`config.mk`:
```
export PLATFORM = sky130hd
export DESIGN_NAME = piso_tx_scheduler
export DESIGN_NICKNAME = d
export VERILOG_FILES = /design/src/rtl/piso_tx_scheduler.sv
export SDC_FILE = /design/constraint.sdc
export NUM_CORES = 1
export LEC_CHECK = 0
export BUFFER_PORTS_ARGS = -buffer_cell sky130_fd_sc_hd__buf_2
export CAP_MARGIN = 20
export CORE_AREA = 4 4 50 63
export CTS_BUF_LIST = sky130_fd_sc_hd__clkbuf_16
export CTS_CLUSTER_DIAMETER = 100
export CTS_CLUSTER_SIZE = 16
export DETAILED_ROUTE_END_ITERATION = 16
export DIE_AREA = 0 0 54 67
export GPL_ROUTABILITY_DRIVEN = 0
export PLACE_DENSITY_LB_ADDON = 0.25
export REMOVE_ABC_BUFFERS = 1
export SLEW_MARGIN = 20
export SYNTH_ARGS = -nofsm -noshare
export SYNTH_HDL_FRONTEND = slang
export SYNTH_SLANG_ARGS = --single-unit
```
`constraint.sdc`:
```
create_clock -name clk -period 3.9 [get_ports clk]
set_input_delay 0.195 -clock clk [delete_from_list [all_inputs] [get_ports clk]]
set_output_delay 0.195 -clock clk [all_outputs]
set_load 0.01 [all_outputs]
```
`src/rtl/piso_tx_scheduler.sv`:
```
// Round-robin PISO scheduler: grants one requester, shifts its word out MSB-first with a frame strobe.
// Latency: req in IDLE -> first serial bit 2 cycles later; no backpressure, req is sampled only in IDLE.
module piso_tx_scheduler #(
  parameter int WIDTH      = 8,
  parameter int NREQ       = 4,
  parameter int GAP_CYCLES = 1
) (
  input  logic                    clk,
  input  logic                    rst,
  input  logic [NREQ-1:0]         req,
  input  logic [NREQ*WIDTH-1:0]   data_in,
  output logic [NREQ-1:0]         grant,
  output logic [$clog2(NREQ)-1:0] src_id,
  output logic                    serial_out,
  output logic                    frame,
  output logic                    busy
);

  localparam int IW = $clog2(NREQ);
  localparam int CW = $clog2(WIDTH + 1);
  localparam int GW = (GAP_CYCLES > 1) ? $clog2(GAP_CYCLES) : 1;

  typedef enum logic [1:0] {
    IDLE  = 2'd0,
    SHIFT = 2'd1,
    GAP   = 2'd2
  } state_t;

  state_t           state;
  logic [WIDTH-1:0] shift_reg;
  logic [CW-1:0]    cnt;
  logic [GW-1:0]    gap_cnt;
  logic [IW-1:0]    last;

  logic [WIDTH-1:0] words [NREQ];
  logic             any_req;
  logic [IW-1:0]    winner;
  logic [IW-1:0]    idx_w;
  int               idx;

  always_comb begin
    for (int k = 0; k < NREQ; k++) begin
      words[k] = data_in[k*WIDTH +: WIDTH];
    end
  end

  // Search starts one past the last winner and wraps modulo NREQ.
  always_comb begin
    any_req = 1'b0;
    winner  = last;
    idx     = 0;
    idx_w   = '0;
    for (int i = 1; i <= NREQ; i++) begin
      idx = int'(last) + i;
      if (idx >= NREQ) begin
        idx = idx - NREQ;
      end
      idx_w = IW'(idx);
      if (!any_req && req[idx_w]) begin
        any_req = 1'b1;
        winner  = idx_w;
      end
    end
  end

  assign busy = (state != IDLE);

  always_ff @(posedge clk or posedge rst) begin
    if (rst) begin
      state      <= IDLE;
      shift_reg  <= '0;
      cnt        <= '0;
      gap_cnt    <= '0;
      grant      <= '0;
      src_id     <= '0;
      serial_out <= 1'b0;
      frame      <= 1'b0;
      last       <= IW'(NREQ - 1);
    end else begin
      grant <= '0;
      case (state)
        IDLE: begin
          frame      <= 1'b0;
          serial_out <= 1'b0;
          if (any_req) begin
            shift_reg <= words[winner];
            grant     <= NREQ'(1) << winner;
            src_id    <= winner;
            last      <= winner;
            cnt       <= '0;
            state     <= SHIFT;
          end
        end
        SHIFT: begin
          serial_out <= shift_reg[WIDTH-1];
          shift_reg  <= shift_reg << 1;
          frame      <= 1'b1;
          cnt        <= cnt + 1'b1;
          if (cnt == CW'(WIDTH - 1)) begin
            gap_cnt <= '0;
            state   <= GAP;
          end
        end
        GAP: begin
          frame      <= 1'b0;
          serial_out <= 1'b0;
          if (gap_cnt == GW'(GAP_CYCLES - 1)) begin
            state <= IDLE;
          end else begin
            gap_cnt <= gap_cnt + 1'b1;
          end
        end
        default: state <= IDLE;
      endcase
    end
  end

endmodule

```
Word-level counts from Yosys, hierarchy flattened

Index checks and enable logic that the tools add are counted.

Flip-flop bits (word level): 25
Output and inout port bits: 9
Word-level logic and storage cells: 90
Input bits: 38

Multiplexer cells: 38
Equality and inequality tests: 6
Add/sub/neg operators: 10
Bitwise gates (word level): 1
Shift-type cells: 1
Magnitude comparators: 9
Reduce and logical (&&, ||, !) cells: 16

Operator list:

| kind                                                                  | number |
|---|---|
| 8-bit 2-to-1 mux                                                      | 3 |
| 2-bit 2-to-1 mux                                                      | 11 |
| 8-bit binary-select mux with 2-bit select                             | 1 |
| 8-bit case mux with 2 select lines                                    | 1 |
| 3-bit >= comparator, second input constant                            | 4 |
| 2-bit by 3-bit < comparator with 1-bit output, second input constant  | 4 |
| 4-bit 2-to-1 mux                                                      | 3 |
| 1-bit 2-to-1 mux                                                      | 10 |
| 1-bit binary-select mux with 2-bit select                             | 4 |
| 4-bit case mux with 2 select lines                                    | 1 |
| 2-bit nonzero test                                                    | 4 |
| 2-bit by 1-bit subtractor with 2-bit output, second input constant    | 4 |
| 2-bit by 2-bit adder with 3-bit output, second input constant         | 2 |
| 2-bit != test, second input constant                                  | 3 |
| 1-bit case mux with 2 select lines                                    | 3 |
| 2-bit case mux with 3 select lines                                    | 1 |
| 2-bit AND reduction                                                   | 3 |
| 2-bit by 3-bit adder with 4-bit output, second input constant         | 1 |
| 4-bit by 1-bit adder with 4-bit output, second input constant         | 1 |
| 4-bit by 3-bit == test with 1-bit output, second input constant       | 1 |
| 4-bit by 3-bit >= comparator with 1-bit output, second input constant | 1 |
| 1-bit by 2-bit << shifter with 4-bit output, first input constant     | 1 |
| 2-bit by 1-bit adder with 3-bit output, second input constant         | 1 |
| 1-bit logical AND                                                     | 3 |
| other kinds (8)                                                       | 10 |

Logic depth before layout (Yosys ltp)

Gate-level depths: netlist of the first run.

Word-level depth: 21
Mapped depth: 8
Gate-level depth less buffers: 5

Least setup slack after synthesis of the first run

No wires, ideal clock.

Path kind: flip-flop to flip-flop
Start point: reg last[1]
End point: reg shift_reg[0]
Data arrival time: 1.765 ns
Clock period less this slack: 1.891 ns
Setup time: 0.126 ns
Buffers on the path: 1
Path slack: 2.009 ns
Required time: 3.774 ns
Cell stages (with the launch flop): 7
Path through: dfstp_2 > buf_6 > mux2i_1 > nor2_1 > a311oi_2 > mux2_2 > a221o_1

Word-level cells in the longest chain between the ends: 21
Elaborated cells between the ends (all ways): 46
Those cells by class: 8 x add/sub; 4 x order compare; 1 x eq/ne; 25 x mux; 1 x bitwise; 7 x reduce/logical

Ends and longest elaborated chain:

| what                                                                                      | line   | RTL |
|---|---|---|
| start: declaration                                                                        | 33     | `logic [IW-1:0] last;` |
| start signal: assignment                                                                  | 78     | `last <= IW'(NREQ - 1);` |
| start signal: assignment                                                                  | 89     | `last <= winner;` |
| 2-bit by 1-bit adder with 3-bit output                                                    | 54     | `idx = int'(last) + i;` |
| 3-bit >= comparator / 2-bit by 1-bit subtractor with 2-bit output (equally long branches) | 55, 56 |  |
| 2-bit 2-to-1 mux                                                                          | 55     | `if (idx >= NREQ) begin` |
| 1-bit binary-select mux with 2-bit select                                                 | 59     | `if (!any_req && req[idx_w]) begin` |
| 1-bit 2-to-1 mux (not written as such)                                                    | 59     |  |
| 1-bit 2-to-1 mux                                                                          | 59     |  |
| 1-bit zero test                                                                           | 59     |  |
| 1-bit logical AND                                                                         | 59     |  |
| (+4 left out)                                                                             | -      |  |
| 1-bit zero test                                                                           | 59     |  |
| 1-bit logical AND                                                                         | 59     |  |
| 2-bit 2-to-1 mux                                                                          | 59     |  |
| 2-bit NOT with 3-bit output (not written as such)                                         | 86     | `shift_reg <= words[winner];` |
| 8-bit binary-select mux with 2-bit select                                                 | 86     |  |
| 8-bit 2-to-1 mux (not written as such) (2 in a row)                                       | 86     |  |
| 8-bit 2-to-1 mux                                                                          | 85     | `if (any_req) begin` |
| 8-bit case mux with 2 select lines                                                        | 81     | `case (state)` |
| end signal: assignment                                                                    | 86     |  |
| end signal: assignment                                                                    | 96     | `shift_reg <= shift_reg << 1;` |
| end: declaration                                                                          | 30     | `logic [WIDTH-1:0] shift_reg;` |

Several ways; a longest one is shown, not always the timed one. The select of a mux whose other input is x is not followed.
A chain may end at the register's enable or synchronous reset.

Worst setup path in the final report of the first run

Ends and elaborated chain as after synthesis.

==> results.md, run 1 <==
- Via density: 5.433
- Register-to-Register Path Depth: 6
- Clock transition at the registers of the reported paths: 0.06 ns
- Root buffer cell: sky130_fd_sc_hd__clkbuf_16
- Buffers inserted during post-CTS setup optimization: 0
- Via count of the routed design: 1,103
- Met2 layer usage reported by global route: 0.3061
- Chip Width: 54 um
- Category of the worst setup path launch point: register
- Total Die Area: 0.003618 mm^2
- Critical path capture point type: register
- Number of setup violations in the final report: 0
- Areal power density over the cells: 752.0 mW/mm^2
- Clock sinks: 24
- Fraction of the mapped netlist area in simple logic gates: 0.1798
- Number of buffers added by the clock tree synthesis step: 3
- Result of the run: finished, final reports clean
- Top cell type by total area after synthesis: sky130_fd_sc_hd__dfrtp_1
- Ys Warns: 0
- Cell count after synthesis: 126
- Final hold violations: 0
- Count of input and output buffers: 46
- Wire length of the first global-routing pass: 4.795 mm
- Inserted Diodes: 0
- Max-capacitance violation count: 0
- Layout Skew: 0.002993 ns
- Placement Rows: 21
- Most common cell after layout, fill and taps aside: sky130_fd_sc_hd__buf_2
- Largest register FFs: 8
- Flops & latches, synth: 24
- Clock latency on the worst-skew pair: 0.26 ns
- Die height: 67 um
- Number of enable flip-flop cells after synthesis: 0
- Slew HR: 0.3910
- Final Non-Filler Cells: 203
- Xor and xnor fraction of the mapped netlist area: 0.01318
- Hold-fix buffers, CTS: 0
- Global Route met3 Usage: 0.03579
- Leakage power: 0.8500 nW
- Number of nets in the finished design: 209
- Count of cells resized by post-cts repair: 0
- Total core area: 0.002601 mm^2
- Routed WL per cell: 14.26 um
- Leading post-synthesis cells by cell area: sky130_fd_sc_hd__dfrtp_1 41%, sky130_fd_sc_hd__mux2i_1 13%, sky130_fd_sc_hd__o221ai_1 4.6%, sky130_fd_sc_hd__dfstp_2 4.0%, sky130_fd_sc_hd__and3_2 3.4%
- Global route total overflow: 0
- DRT Wirelength: 2.894 mm
- GRT Total Usage: 0.1785
- TritonRoute pass-1 iters: 4
- Worst Path Arrival: 2.47 ns
- Complex-gate fraction of the synthesized area: 0.1384
- Final routed DRC violation total: 0
- Pin count of the biggest net entering global routing: 25
- Critical Path RT: 4.04 ns
- Placed cells: 199
- Fraction of met1 tracks used by global routing: 0.2175
- Vias in the first global route: 1,126
- Top flip-flop cell by instance count after synthesis: sky130_fd_sc_hd__dfrtp_1
- Post-detailed-route count of antenna-violating nets: 0
- Estimated wirelength of the detail-placed design: 2.082 mm
- Max-slew violation count: 0
- Combinational family with the most area after synthesis: simple AND/OR/NAND/NOR gates
- Commonest cells after routing, fill and taps aside: 46 x sky130_fd_sc_hd__buf_2, 22 x sky130_fd_sc_hd__dfrtp_1, 17 x sky130_fd_sc_hd__mux2i_1
- Initial antenna violation count: 0
- Time the worst path needs with I/O delays and setup: 2.326 ns
- Adder-cell share of the synthesized area: 0.009416
- Sequential cell area fraction in the yosys report: 0.4539
- Highest cell delay on the worst timing path: 0.61 ns
- RSZ-0062 raised after global routing: false
- Area Growth Syn to Fin: 23.82%
- Buffer levels on the longest clock path: 2
- Largest fanout on the critical path: 12
- Summed instance area of the synthesized netlist: 0.001329 mm^2
- Ordered list of cells on the worst path: mux2i_1 > nor2_1 > a311oi_4 > buf_4 > mux2i_1 > a221o_1
- Top cell by count, worst path: sky130_fd_sc_hd__mux2i_1
- Unique cell type count in the Yosys netlist: 36
- VDD IR-drop max: 340.6 uV
- Type of the tightest min-delay check: input pin to async pin
- Number of violations reported at the end of detailed-routing iteration 0: 37
- Sum of negative setup slack: 0 ns
- Ratio of final minimum period to clock period: 0.5964
- Layout cells sized above 1: 0.3846
- Number of H-tree levels: 1
- Number of top-level pins: 47
- CTS tree: built
- Proportion of netlist area held by the largest area contributor: 0.4143
- Fmax: 429.9 MHz
- Critical setup path kind: register to register
- Least-Margin Pin Slew: 0.9124 ns
- Slowest cell on the critical path: sky130_fd_sc_hd__dfstp_2
- Post-synthesis area per instance: 10.55 um^2
- Effective utilization at floorplan: 0.5108
- Most congested layer reported by global routing: met2
- Fraction of synthesis flops using an asynchronous set or reset pin: 1.000
- Post-synthesis mux area share: 0.1365
- Post-route worst hold slack: 0.1307 ns
[power breakdown]
part	switching (mW)	internal, mW
Sequential	0.0755	0.362
Clock	0.0863	0.204
Combinational	0.275	0.234
[layer usage]
layer  vias to the layer above  share of wire  routed length [um]
met1                       532           0.43                1238
li1                        536              -                   -
met2                        33           0.51                1474
met3                         2          0.056                 163
met4                         0         0.0062                  18
met5                         -              0                   0
[worst max-delay path: cells and delay by family, from the launching register on]
kind            cells  cell delay [ns]
buf+inv             1             0.33
mux                 2             0.32
flops               1             0.61
compound gates      2             0.86
simple gates        1             0.08
[logic make-up (layout without fill, tap and decap cells)]
logic type               after synthesis  in the layout
AND/OR/NAND/NOR                       45             45
AO/OA/AOI/OAI                         25             25
flip-flops                            24             24
multiplexers                          18             18
buffers and inverters                 11             54
XOR/XNOR                               2              2
adder cells (fa/ha/maj)                1              1
[area by class of cell]
class,instances,area [um^2]
clock buffer,3,75.07
inverter,3,11.26
tap,34,42.54
sequential,24,603.1
fill,222,955.9
timing repair buffer,47,237.7
multi-input combinational,91,645.6
clock inverter,1,30.03
[synth_stat cells (all sizes together) (2+ instances only)]
| cell type | number |
|---|---|
| dfrtp | 22 |
| or2b | 2 |
| nand2b | 3 |
| nor2 | 9 |
| a21oi | 8 |
| inv | 3 |
| o21a | 2 |
| or2 | 2 |
| nor2b | 2 |
| o21ai | 3 |
| dfstp | 2 |
| nor3 | 2 |
| xor2 | 2 |
| o221ai | 7 |
| nand3 | 2 |
| buf | 6 |
| nand2 | 12 |
| and3 | 8 |
| mux2i | 17 |
| clkbuf | 2 |
[per-stage QoR]
step	instance area, um^2	power (mW)	util	setup slack [ns]
CTS	1645	1.250	0.6325	1.556
global placement	1540	0.9253	0.5921	1.676
detailed placement	1540	0.9494	0.5921	1.567
floorplan	1249	0.7956	-	1.065
global route	1645	1.331	0.6325	1.467
finish	1645	1.237	0.6325	1.574
[path summary, 6_finish.rpt]
kind                                  start      endpoint  slack, ns
worst max-delay path                last[1]  shift_reg[0]       1.57
worst min-delay path                    rst         frame       0.13
worst max register to register      last[1]  shift_reg[0]       1.57
worst min register to register    src_id[1]     src_id[1]       0.47
max in group asynchronous               rst        cnt[1]       3.21
min in group clk                data_in[11]  shift_reg[3]       0.26
(Power assumes the default switching activity.)
==> inputs of run 2 (changes only) <==
Settings changed: CORE_AREA 4 4 50 63 to 4 4 55 69, DIE_AREA 0 0 54 67 to 0 0 59 73.
Clock period 3.9 ns to 2.1 ns, I/O delays scaled along.
==> results.md, run 2 (same netlist as run 1, synthesis figures left out) <==
- Footprint of the multi-input gates: 645.6 um^2 (unchanged)
- Fillcell total: 326 (was 222)
- Fraction of met1 tracks used by global routing: 0.1734 (was 0.2175)
- Leakage power: 0.8596 nW (was 0.8500 nW)
- Vias in the first global route: 1,227 (was 1,126)
- Number of violations reported at the end of detailed-routing iteration 0: 40 (was 37)
- Number of buffers added by the clock tree synthesis step: 3 (unchanged)
- Time the worst path needs with I/O delays and setup: 2.038 ns (was 2.326 ns)
- Effective utilization at floorplan: 0.4198 (was 0.5108)
- Total Die Area: 0.004307 mm^2 (was 0.003618 mm^2)
- Layout Skew: 0.001700 ns (was 0.002993 ns)
- Clock latency on the worst-skew pair: 0.25 ns (was 0.26 ns)
- Ratio of final minimum period to clock period: 0.9707 (was 0.5964)
- Number of top-level pins: 47 (unchanged)
- Post-detailed-route count of antenna-violating nets: 0 (unchanged)
- Met2 layer usage reported by global route: 0.2801 (was 0.3061)
- Final hold violations: 0 (unchanged)
- Chip Width: 59 um (was 54 um)
- Area Growth Syn to Fin: 24.95% (was 23.82%)
- Wire length of the first global-routing pass: 5.188 mm (was 4.795 mm)
- Via count of the routed design: 1,118 (was 1,103)
- Category of the worst setup path launch point: register (unchanged)
- Final Non-Filler Cells: 210 (was 203)
- Inserted Diodes: 0 (unchanged)
- Buffer levels on the longest clock path: 2 (unchanged)
- Pin count of the biggest net entering global routing: 25 (unchanged)
- Number of H-tree levels: 1 (unchanged)
- Largest fanout on the critical path: 7 (was 12)
- Clock sinks: 24 (unchanged)
- Most congested layer reported by global routing: met2 (unchanged)
- Critical setup path kind: register to register (unchanged)
- Global route total overflow: 0 (unchanged)
- Register-to-Register Path Depth: 5 (was 6)
- Least-Margin Pin Slew: 0.8882 ns (was 0.9124 ns)
- Source of the worst register-to-register timing path: last[1] (unchanged)
- Die height: 73 um (was 67 um)
- Areal power density over the cells: 1340 mW/mm^2 (was 752.0 mW/mm^2)
- Post-route worst hold slack: 0.03870 ns (was 0.1307 ns)
- Estimated wirelength of the detail-placed design: 2.292 mm (was 2.082 mm)
- Fmax: 490.6 MHz (was 429.9 MHz)
- Count of input and output buffers: 46 (unchanged)
- Max-capacitance violation count: 0 (unchanged)
- Result of the run: finished, final reports clean (unchanged)
- Clock transition at the registers of the reported paths: 0.06 ns (about the same)
- Type of the tightest min-delay check: input pin to async pin (unchanged)
- Number of setup violations in the final report: 0 (unchanged)
- CTS tree: built (unchanged)
- Total power of the final layout: 2.226 mW (was 1.237 mW)
- Critical path capture point type: register (unchanged)
- Largest register FFs: 8 (unchanged)
- Pre-CTS worst setup slack: 0.02164 ns (was 1.567 ns)
- GRT Total Usage: 0.1554 (was 0.1785)
- Initial antenna violation count: 0 (unchanged)
- DRT Wirelength: 2.974 mm (was 2.894 mm)
- Worst Path Arrival: 2.17 ns (was 2.47 ns)
- Total core area: 0.003166 mm^2 (was 0.002601 mm^2)
- Via density: 5.324 (was 5.433)
- Commonest cells after routing, fill and taps aside: 46 x sky130_fd_sc_hd__buf_2, 22 x sky130_fd_sc_hd__dfrtp_1, 17 x sky130_fd_sc_hd__mux2i_1 (unchanged)
- Most common cell after layout, fill and taps aside: sky130_fd_sc_hd__buf_2 (unchanged)
- Final routed DRC violation total: 0 (unchanged)
- Layout cells sized above 1: 0.3931 (was 0.3846)
- VDD IR-drop max: 681.3 uV (was 340.6 uV)
- Footprint of the flip-flops and latches: 603.1 um^2 (unchanged)
- Slew HR: 0.4072 (was 0.3910)
- Routed WL per cell: 14.16 um (was 14.26 um)
- TritonRoute pass-1 iters: 4 (unchanged)
- Placed cells: 204 (was 199)
- Max-slew violation count: 0 (unchanged)
- Placement Rows: 23 (was 21)
- Crit path setup slack, layout: 0.06156 ns (was 1.574 ns)
- Global Route met3 Usage: 0.03186 (was 0.03579)
- Root buffer cell: sky130_fd_sc_hd__clkbuf_16 (unchanged)
- Critical Path RT: 2.23 ns (was 4.04 ns)
- RR Endpoint: shift_reg[0] (unchanged)
- Number of nets in the finished design: 213 (was 209)
- Setup slack of the worst register-to-register path: 0.06 ns (was 1.57 ns)
[run 2: cell count changes in the layout (fill, tap and decap cells not counted)]
cell and change:
sky130_fd_sc_hd__buf_4 +3, sky130_fd_sc_hd__buf_8 +1, sky130_fd_sc_hd__bufinv_16 -1, sky130_fd_sc_hd__clkinv_1 +1
[run 2: worst max-delay path by stage]
stage | start | end | slack, ns | cells after the start
global placement | last[1] | shift_reg[0] | 0.14 | 6
finish | last[1] | shift_reg[0] | 0.06 | 5
CTS | last[1] | shift_reg[0] | 0.002 | 6
detailed placement | last[1] | shift_reg[0] | 0.02 | 6
floorplan | last[1] | shift_reg[0] | -0.73 | 5
global route | last[1] | shift_reg[0] | -0.009 | 5
[run 2: what timing repair did]
item	in CTS	in global routing
resized for setup	0	2
setup endpoints to repair	0	8
setup buffers	0	2
hold buffers	0	0
[run 2: through the flow]
stage | cell area [um^2] | TNS [ns] | util
2_1_floorplan | 1249 | -5.561 | -
3_3_place_gp | 1559 | 0 | 0.4925
3_5_place_dp | 1559 | 0 | 0.4925
4_1_cts | 1638 | 0 | 0.5174
5_1_grt | 1660 | -0.01195 | 0.5245
6_report | 1660 | 0 | 0.5245
[run 2: cell type report]
cell class / instances / area share
Multi-Input combinational cell: 91 / 0.3888
Sequential cell: 24 / 0.3632
Timing Repair Buffer: 51 / 0.1658
Clock buffer: 3 / 0.04521
Tap cell: 37 / 0.02788
Inverter: 3 / 0.006782
Clock inverter: 1 / 0.002261
[run 2: power breakdown]
part	switching [mW]	internal, mW	total (mW)	leakage (nW)
Combinational	0.531	0.490	1.02	0.525
Sequential	0.132	0.673	0.806	0.296
Clock	0.145	0.254	0.399	0.0385
Total	0.809	1.42	2.23	0.860
[run 2: worst max-delay path, stage by stage (launching register included)]
cell and delay, ns:
sky130_fd_sc_hd__dfstp_2 0.61, sky130_fd_sc_hd__mux2i_1 0.21, sky130_fd_sc_hd__nor2_1 0.08, sky130_fd_sc_hd__a311oi_4 0.33, sky130_fd_sc_hd__mux2_2 0.38, sky130_fd_sc_hd__a221o_1 0.31
[run 2: layer usage]
metal | vias to the layer above | wire length, um
met4 | 0 | 41
met3 | 4 | 177
met5 | - | 0
met1 | 542 | 1127
met2 | 30 | 1628
li1 | 542 | -
==> inputs of run 3 (changes only) <==
==> constraint.sdc (replaced) <==
create_clock -name clk -period 2.1 [get_ports clk]
set_input_delay 0.42 -clock clk [delete_from_list [all_inputs] [get_ports clk]]
set_output_delay 0.42 -clock clk [all_outputs]
set_load 0.01 [all_outputs]
==> results.md, run 3 (same netlist as run 1, synthesis figures left out) <==
- Layout Skew: 0.004388 ns (was 0.001700 ns)
- Number of setup violations in the final report: 0 (unchanged)
- Critical Path RT: 2.24 ns (was 2.23 ns)
- Type of the tightest min-delay check: input pin to async pin (unchanged)
- Via density: 5.139 (was 5.324)
- Max-capacitance violation count: 0 (unchanged)
- Placement Rows: 23 (unchanged)
- Final routed DRC violation total: 0 (unchanged)
- Inserted Diodes: 0 (unchanged)
- Clock latency on the worst-skew pair: 0.25 ns (about the same)
- Fraction of power consumed by the clock network: 0.183 (was 0.179)
- Area Growth Syn to Fin: 24.39% (was 24.95%)
- Wire length of the first global-routing pass: 4.809 mm (was 5.188 mm)
- Sum of negative setup slack: 0 ns (unchanged)
- Effective utilization at floorplan: 0.4198 (unchanged)
- Hold-fix buffers, CTS: 0 (unchanged)
- Initial antenna violation count: 0 (unchanged)
- Areal power density over the cells: 1318 mW/mm^2 (was 1340 mW/mm^2)
- Pre-CTS worst setup slack: 0.07093 ns (was 0.02164 ns)
- GRT Total Usage: 0.1416 (was 0.1554)
- VDD IR-drop max: 571.4 uV (was 681.3 uV)
- Result of the run: finished, final reports clean (unchanged)
- Number of nets in the finished design: 212 (was 213)
- Setup slack of the worst register-to-register path: 0.09 ns (was 0.06 ns)
- Total core area: 0.003166 mm^2 (unchanged)
- Number of buffers added by the clock tree synthesis step: 3 (unchanged)
- Start point of the critical path: last[1] (unchanged)
- Number of top-level pins: 47 (unchanged)
- Estimated wirelength of the detail-placed design: 2.241 mm (was 2.292 mm)
- Critical setup path kind: register to register (unchanged)
- Critical path capture point type: register (unchanged)
- Pin count of the biggest net entering global routing: 20 (was 25)
- Vias in the first global route: 1,137 (was 1,227)
- Buffer levels on the longest clock path: 2 (unchanged)
- Time the worst path needs with I/O delays and setup: 2.014 ns (was 2.038 ns)
- Leakage power: 0.8546 nW (was 0.8596 nW)
- Die height: 73 um (unchanged)
- TritonRoute pass-1 iters: 4 (unchanged)
- Global route total overflow: 0 (unchanged)
- Part of the total power dissipated in combinational logic: 0.447 (was 0.459)
- Final Cell Area: 0.001653 mm^2 (was 0.001660 mm^2)
- Clock transition at the registers of the reported paths: 0.06 ns (about the same)
- Fmax: 496.6 MHz (was 490.6 MHz)
- Least-Margin Pin Slew: 0.5530 ns (was 0.8882 ns)
- Count of input and output buffers: 46 (unchanged)
- Layout cells sized above 1: 0.3895 (was 0.3931)
- DRT Wirelength: 2.831 mm (was 2.974 mm)
- CTS tree: built (unchanged)
- Post-detailed-route count of antenna-violating nets: 0 (unchanged)
- Sequential share of power: 0.370 (was 0.362)
- Via count of the routed design: 1,074 (was 1,118)
- Most common cell after layout, fill and taps aside: sky130_fd_sc_hd__buf_2 (unchanged)
- Max-slew violation count: 0 (unchanged)
- Clock sinks: 24 (unchanged)
- Switch share: 0.3594 (was 0.3633)
- Crit path setup slack, layout: 0.08616 ns (was 0.06156 ns)
- Total Die Area: 0.004307 mm^2 (unchanged)
- Number of H-tree levels: 1 (unchanged)
- Chip Width: 59 um (unchanged)
- Category of the worst setup path launch point: register (unchanged)
- Number of violations reported at the end of detailed-routing iteration 0: 46 (was 40)
- Worst Path Arrival: 2.15 ns (was 2.17 ns)
- Ratio of final minimum period to clock period: 0.9590 (was 0.9707)
- Final core utilization: 0.5221 (was 0.5245)
- Standard cell area after detailed placement: 0.001567 mm^2 (was 0.001559 mm^2)
- Final hold violations: 0 (unchanged)
- P_sw: 0.7826 mW (was 0.8085 mW)
- Largest fanout on the critical path: 8 (was 7)
- Source of the worst register-to-register timing path: last[1] (unchanged)
- Commonest cells after routing, fill and taps aside: 46 x sky130_fd_sc_hd__buf_2, 22 x sky130_fd_sc_hd__dfrtp_1, 17 x sky130_fd_sc_hd__mux2i_1 (unchanged)
- Root buffer cell: sky130_fd_sc_hd__clkbuf_16 (unchanged)
- Slew HR: 0.6309 (was 0.4072)
- Pint: 1.395 mW (was 1.417 mW)
- Largest register FFs: 8 (unchanged)
- Routed WL per cell: 13.55 um (was 14.16 um)
==> run 3: changes by cell type in the layout (fill, tap and decap cells not counted), sizes merged <==
cell and change:
buf -1
==> run 3: what timing repair did <==
action	4_1_cts	5_1_grt
resized for setup	0	2
endpoints found under the hold margin	0	0
buffers inserted	0	0
endpoints found under the setup margin	0	8
==> run 3: through the flow <==
| stage | hold slack (ns) | total power [mW] | std cells |
|---|---|---|---|
| 2_1_floorplan | 0.4331 | 1.478 | 118 |
| 3_3_place_gp | 0.4642 | 1.756 | 205 |
| 3_5_place_dp | 0.4616 | 1.787 | 205 |
| 4_1_cts | 0.2375 | 2.198 | 209 |
| 5_1_grt | 0.2628 | 2.374 | 209 |
| 6_report | 0.2071 | 2.178 | 209 |
==> run 3: power by group through the flow <==
| stage | logic, mW | registers [mW] | clock network, mW |
|---|---|---|---|
| 2_1_floorplan | 0.673 | 0.805 | 0 |
| 3_3_place_gp | 0.949 | 0.807 | 0 |
| 3_5_place_dp | 0.973 | 0.814 | 0 |
| 4_1_cts | 0.977 | 0.808 | 0.414 |
| 5_1_grt | 1.11 | 0.838 | 0.431 |
| 6_report | 0.973 | 0.805 | 0.399 |
==> run 3: critical path, cell delays in order (launching register included) <==
cell and delay (ns):
sky130_fd_sc_hd__dfstp_2 0.62, sky130_fd_sc_hd__mux2i_1 0.20, sky130_fd_sc_hd__nor2_1 0.08, sky130_fd_sc_hd__a311oi_4 0.33
sky130_fd_sc_hd__mux2_2 0.38, sky130_fd_sc_hd__a221o_1 0.29
==> run 3: cell type report <==
| cell class | instances | area [um^2] |
|---|---|---|
| Multi-Input combinational cell | 91 | 645.6 |
| Timing Repair Buffer | 50 | 267.8 |
| Tap cell | 37 | 46.29 |
| Inverter | 3 | 11.26 |
| Clock inverter | 1 | 3.754 |
| Fill cell | 305 | 1513 |
| Clock buffer | 3 | 75.07 |
| Sequential cell | 24 | 603.1 |
==> run 3: final timing paths <==
kind,endpoint,depth (start not counted)
max,shift_reg[0],5
min,shift_reg[0],2
max reg2reg,shift_reg[0],5
min reg2reg,src_id[1],2
max in group asynchronous,shift_reg[3],3
min in group clk,src_id[1],2
==> run 3: metal layers <==
layer	part of all wire	vias to the layer above	global-route usage
met4	0.0049	0	0.04030
met1	0.40	497	0.1689
li1	-	549	-
met2	0.54	26	0.2543
met5	0	-	0
met3	0.054	2	0.02655
